`src/rtl/demux2_buf.sv`:
```
// Routes each input word to one of two independent 2-entry FIFOs chosen by s.
// Latency 1 cycle to the head of an empty queue; in_ready reflects only the selected queue's fill.
module demux2_buf #(
    parameter int WIDTH = 32,
    parameter int DEPTH = 2
) (
    input  logic             clk,
    input  logic             reset,
    input  logic [WIDTH-1:0] d,
    input  logic             s,
    input  logic             in_valid,
    output logic             in_ready,
    output logic [WIDTH-1:0] y0,
    output logic             y0_valid,
    input  logic             y0_ready,
    output logic [WIDTH-1:0] y1,
    output logic             y1_valid,
    input  logic             y1_ready
);
    localparam logic [1:0] FULL = 2'(DEPTH);

    logic [WIDTH-1:0] mem_q [2][2];
    logic [1:0]       cnt_q  [2];
    logic [1:0]       cnt_d  [2];
    logic             rptr_q [2];
    logic             rptr_d [2];
    logic             wptr_q [2];
    logic             wptr_d [2];
    logic [1:0]       push;
    logic [1:0]       pop;
    logic [1:0]       out_rdy;

    assign out_rdy = {y1_ready, y0_ready};

    // Consumer readies deliberately do not feed in_ready: a full queue stalls even if it drains this edge.
    assign in_ready = (cnt_q[s] < FULL);

    assign y0_valid = (cnt_q[0] != 2'd0);
    assign y1_valid = (cnt_q[1] != 2'd0);
    assign y0       = y0_valid ? mem_q[0][rptr_q[0]] : '0;
    assign y1       = y1_valid ? mem_q[1][rptr_q[1]] : '0;

    always_comb begin
        for (int c = 0; c < 2; c++) begin
            push[c]   = in_valid && in_ready && (s == 1'(c));
            pop[c]    = (cnt_q[c] != 2'd0) && out_rdy[c];
            cnt_d[c]  = cnt_q[c] + {1'b0, push[c]} - {1'b0, pop[c]};
            wptr_d[c] = wptr_q[c] ^ push[c];
            rptr_d[c] = rptr_q[c] ^ pop[c];
        end
    end

    always_ff @(posedge clk or posedge reset) begin
        if (reset) begin
            for (int c = 0; c < 2; c++) begin
                cnt_q[c]  <= '0;
                rptr_q[c] <= 1'b0;
                wptr_q[c] <= 1'b0;
                for (int e = 0; e < 2; e++) begin
                    mem_q[c][e] <= '0;
                end
            end
        end else begin
            for (int c = 0; c < 2; c++) begin
                cnt_q[c]  <= cnt_d[c];
                rptr_q[c] <= rptr_d[c];
                wptr_q[c] <= wptr_d[c];
                if (push[c]) begin
                    mem_q[c][wptr_q[c]] <= d;
                end
            end
        end
    end

endmodule

```
`config.mk`:
```
export PLATFORM = sky130hd
export DESIGN_NAME = demux2_buf
export DESIGN_NICKNAME = d
export VERILOG_FILES = /design/src/rtl/demux2_buf.sv
export SDC_FILE = /design/constraint.sdc
export NUM_CORES = 1
export LEC_CHECK = 0
export BUFFER_PORTS_ARGS = -buffer_cell sky130_fd_sc_hd__buf_2
export CAP_MARGIN = 20
export CORE_UTILIZATION = 61
export DETAILED_ROUTE_END_ITERATION = 8
export GPL_ROUTABILITY_DRIVEN = 0
export HOLD_SLACK_MARGIN = 0.15
export PLACE_DENSITY = 0.94
export SLEW_MARGIN = 40
export SYNTH_ARGS = -nofsm -noshare
export SYNTH_HDL_FRONTEND = slang
export SYNTH_SLANG_ARGS = --single-unit
```
`constraint.sdc`:
```
create_clock -name clk -period 12.15 [get_ports clk]
set_input_delay 0.6075 -clock clk [delete_from_list [all_inputs] [get_ports clk]]
set_output_delay 0.6075 -clock clk [all_outputs]
set_load 0.005 [all_outputs]
```
Yosys cells after proc, flatten, opt, wreduce, memory -nomap -nowiden
Cells that the tools add are included.
- register bits: 136
- input bits: 38
- output and inout bits: 67
- logic and storage cells: 58
- add/subtract/negate cells: 4
- order comparisons: 8
- mux-type cells: 17
- bitwise operators: 10
- reductions and logical operators: 9
- operators with widths (cell ; count):
    32-bit two-way mux ; 10
    64-bit bitwise mux ; 2
    32-bit demux with 1-bit select ; 2
    2-bit >= comparator, second input constant ; 5
    1-bit inverter with 2-bit output ; 5
    1-bit logical AND ; 7
    2-bit two-way mux ; 3
    2-bit by 1-bit adder with 2-bit output ; 2
    2-bit by 1-bit < comparator with 1-bit output, second input constant ; 2
    2-bit nonzero test ; 2
    2-bit by 1-bit subtractor with 2-bit output ; 2
    1-bit XOR ; 4
    2-bit < comparator, second input constant ; 1
    1-bit inverter ; 1

Depth between registers and ports, before layout
- word-level depth: 9
- mapped depth: 8
- depth with buffers taken out: 8

Worst setup path before layout
Ideal clock, no wire load.
- path kind: input port to flip-flop
- start: in in_valid
- end: reg mem_q[52] (netlist name)
- library setup time: 0.125 ns
- data arrival time: 1.694 ns
- required time: 12.025 ns
- path slack: 10.332 ns
- cell stages on the path: 5
- cell sequence: and3b_2 > ha_1 > clkbuf_1 > buf_2 > mux2_2
- cells in the longest elaborated chain, start to end: 2
- RTL lines (what ; line ; RTL):
    start: declaration ; 11 ; input logic in_valid,
    1-bit logical AND (2 in a row) ; 45 ; push[c] = in_valid && in_ready && (s == 1'(c));
    end signal: indexed assignment ; 60 ; mem_q[c][e] <= '0;
    end signal: indexed assignment ; 69 ; mem_q[c][wptr_q[c]] <= d;
    end: declaration ; 22 ; logic [WIDTH-1:0] mem_q [2][2];
Every way passes these cells.
A chain may end at the register's enable or synchronous reset.

Worst setup path in the final report
- start: reg cnt_q[1] (netlist name)
- end: out y1[31]
- cells in the longest elaborated chain, start to end: 2
- RTL lines (what ; line ; RTL):
    start: declaration ; 23 ; logic [1:0] cnt_q [2];
    start signal: indexed assignment ; 65 ; cnt_q[c] <= cnt_d[c];
    2-bit nonzero test ; 39 ; assign y1_valid = (cnt_q[1] != 2'd0);
    32-bit two-way mux ; 41 ; assign y1 = y1_valid ? mem_q[1][rptr_q[1]] : '0;
    end: declaration ; 16 ; output logic [WIDTH-1:0] y1,
Every way passes these cells.

==> results by group <==
Synthesis
  • Top-area cell type share of the netlist area: 54.2%
  • Syn Area/Cell: 13.7 µm²
  • Synth Cell Area: 6270 µm²
  • Synth top area cells: dfrtp_1 54%, mux2_2 16%, mux2i_1 10%
  • Synth cell types: 22
  • Yosys warns: 0
  • FF+latch count, synth: 136
  • Syn Inst Count: 458
  • Post-synthesis sequential area ratio: 54.2%
  • Syn nets: 502
  • Post-synth top area cell: dfrtp_1

Timing
  • FMAX: 349 MHz
  • Worst-case clock skew: 0.00613 ns
  • Slew Limit Headroom: 43.0%
  • RSZ-0062 raised after global routing: no
  • Fin crit period: 2.87 ns
  • Tcrit/Tclk final: 23.6%
  • Final Hold Viols: 0
  • Max-slew violation count: 0
  • Worst Tran Pin Value: 0.855 ns
  • Final setup fails: 0
  • Final setup TNS: 0 ns

Setup path
  • Max FO, Critical Path: 17
  • CP Capture Type: output pin
  • Crit path kind: reg2out
  • CP arrival: 2.26 ns
  • WP data required: 11.54 ns
  • Critical path's top delay family: simple AND/OR/NAND/NOR gates
  • Worst path cell trace: nor2_2 > buf_4 > nor2_1 > buf_2
  • Crit-path max cell delay: 0.67 ns
  • Worst Path Buf+Inv: 2
  • Setup crit start kind: flop
  • Critical-path top delay cell: nor2_2

Clocking
  • Postcts setup bufs: 0
  • Worst skew pair latency: 0.53 ns
  • H-tree depth: 4
  • Inserted Clock Buffers: 17
  • Root Buffer: clkbuf_8
  • Hold_buf cts: 0
  • Post_cts resized: 0
  • TritonCTS clock tree: done
  • Maximum root-to-sink buffer count: 2
  • Clock sink count: 136
  • Reg clk slew, reported paths: 0.06 ns

Power
  • Total power: 2.20 mW
  • Maximum VDD drop: 0.211 mV
  • Static Leak: 3.70 nW
  • PwrDens: 297 nW/µm²

Global route
  • First-pass GRT wire length: 21.5 mm
  • Vias in the first global route: 4103
  • Met1 Use GR: 34.1%
  • GR Overflow Total: 0
  • Total Routing Usage GR: 28.1%
  • GRT Max-Usage Layer: met2
  • Initial antenna violation count: 0
  • Met3 Use GR: 7.80%
  • Largest net degree at the start of global routing: 88
  • Met2 Use GR: 47.5%

Routing
  • Routed WL: 13.8 mm
  • Drt initial violations: 176
  • WL per Instance: 19.6 µm
  • Via count: 3941
  • Antenna-violating nets left: 0
  • Router iterations before antenna repair: 4
  • Vias per Instance: 5.62
  • DRC: 0

Final layout
  • Finished Cell Area: 7410 µm²
  • Area growth from synthesis to layout: 18.0%
  • Fin nets: 599
  • # diodes: 0
  • Share of cells above drive strength 1: 47.5%

Die
  • Core Area: 9860 µm²
  • Row Count: 36
  • DIE AREA: 10700 µm²
  • Die Width: 103 µm
  • Io pins: 105
  • Die Y: 103 µm
  • Initial Util: 63.6%

Placement
  • Dpl hpwl: 8.46 mm
  • IO Port Bufs: 104
  • Placed Instance Area: 6830 µm²

Min path
  • Worst min-delay path class: in2async

Outcome
  • Run status: finished, final reports clean

Job
  • Max Cap Viol: 0
state kept, by name, indices dropped and copies added (netlist names):
name,flops
mem_q,128
cnt_q,4
rptr_q,2
wptr_q,2
Yosys cell counts:
cell and count:
dfrtp_1 136, mux2_2 91, nor2_1 67, mux2i_1 65, mux2_4 30, buf_2 17, clkbuf_1 9, inv_1 9
mux2_1 7, ha_1 6, nand2_1 4, buf_12 3, xnor2_1 3, and2_1 2, xor2_1 2, a21boi_0 1
and2_2 1, and3b_2 1, nand2_4 1, nand2b_1 1, o21ai_0 1, o31ai_1 1
metrics by stage:
| step | hold WS, ns | setup WS, ns | instances | utilization [%] |
|---|---|---|---|---|
| 2_1_floorplan | 0.457 | 7.90 | 458 | - |
| 3_3_place_gp | 0.466 | 9.72 | 669 | 69.2 |
| 3_5_place_dp | 0.478 | 9.60 | 669 | 69.2 |
| 4_1_cts | 0.250 | 9.26 | 701 | 74.8 |
| 5_1_grt | 0.193 | 9.18 | 701 | 75.1 |
| 6_report | 0.159 | 9.28 | 701 | 75.1 |
path summary, 6_finish.rpt:
kind                       startpoint         to  slack [ns]  depth (start not counted)
hold / removal                  reset  mem_q[12]        0.16                          2
min in group clk                d[26]  mem_q[90]        0.35                          2
setup reg to reg             cnt_q[3]   cnt_q[3]        9.52                          9
hold reg to reg             mem_q[90]  mem_q[90]        0.49                          1
setup / recovery             cnt_q[1]     y1[31]        9.28                          4
max in group asynchronous       reset  rptr_q[0]       10.86                          3
report_power, final:
group	switching, mW	internal, mW	total, mW
clock	0.184	0.287	0.471
combinational	0.363	0.482	0.845
sequential	0.195	0.687	0.882
metal layers:
metal	routed length, µm	vias up	share of wire [%]
li1	-	1772	-
met1	5750	2000	42
met2	6980	136	51
met3	750	33	5.4
met4	282	0	2.0
met5	0	-	0
cell families after synthesis:
| family | after synthesis | share of synthesized area (%) |
|---|---|---|
| muxes | 193 | 35.1 |
| AOI/OAI and AO/OA | 3 | 0.319 |
| buffers and inverters | 38 | 3.39 |
| xor gates and xnor gates | 5 | 0.698 |
| and+or+nand+nor | 77 | 5.01 |
| adders and majority gates | 6 | 1.20 |
| DFF | 136 | 54.2 |
layout make-up:
cell class / count / area, µm²
multi-input cells: 284 / 2690
flip-flops and latches: 136 / 3410
repair buffers: 107 / 543
clock inverters: 7 / 40.0
fillers: 600 / 2460
well taps: 133 / 166
clock buffers: 25 / 514
inverters: 9 / 41.3
placed cells by master, fill, tap and decap left out, types with 2 or more instances in the layout:
master,Yosys,final
clkinvlp_4,0,2
clkbuf_8,0,8
dfrtp_1,136,134
ha_1,6,3
nor2_2,0,2
mux2_1,7,7
buf_4,0,3
nand2_1,4,4
xor2_1,2,2
inv_1,9,8
xnor2_1,3,3
clkbuf_16,0,16
and2_1,2,2
nor2_1,67,65
mux2i_1,65,65
clkinv_2,0,5
buf_2,17,104
mux2_2,91,91
dfrtp_4,0,2
ha_4,0,2
mux2_4,30,30
No activity file was read; power rests on OpenSTA's default activity.
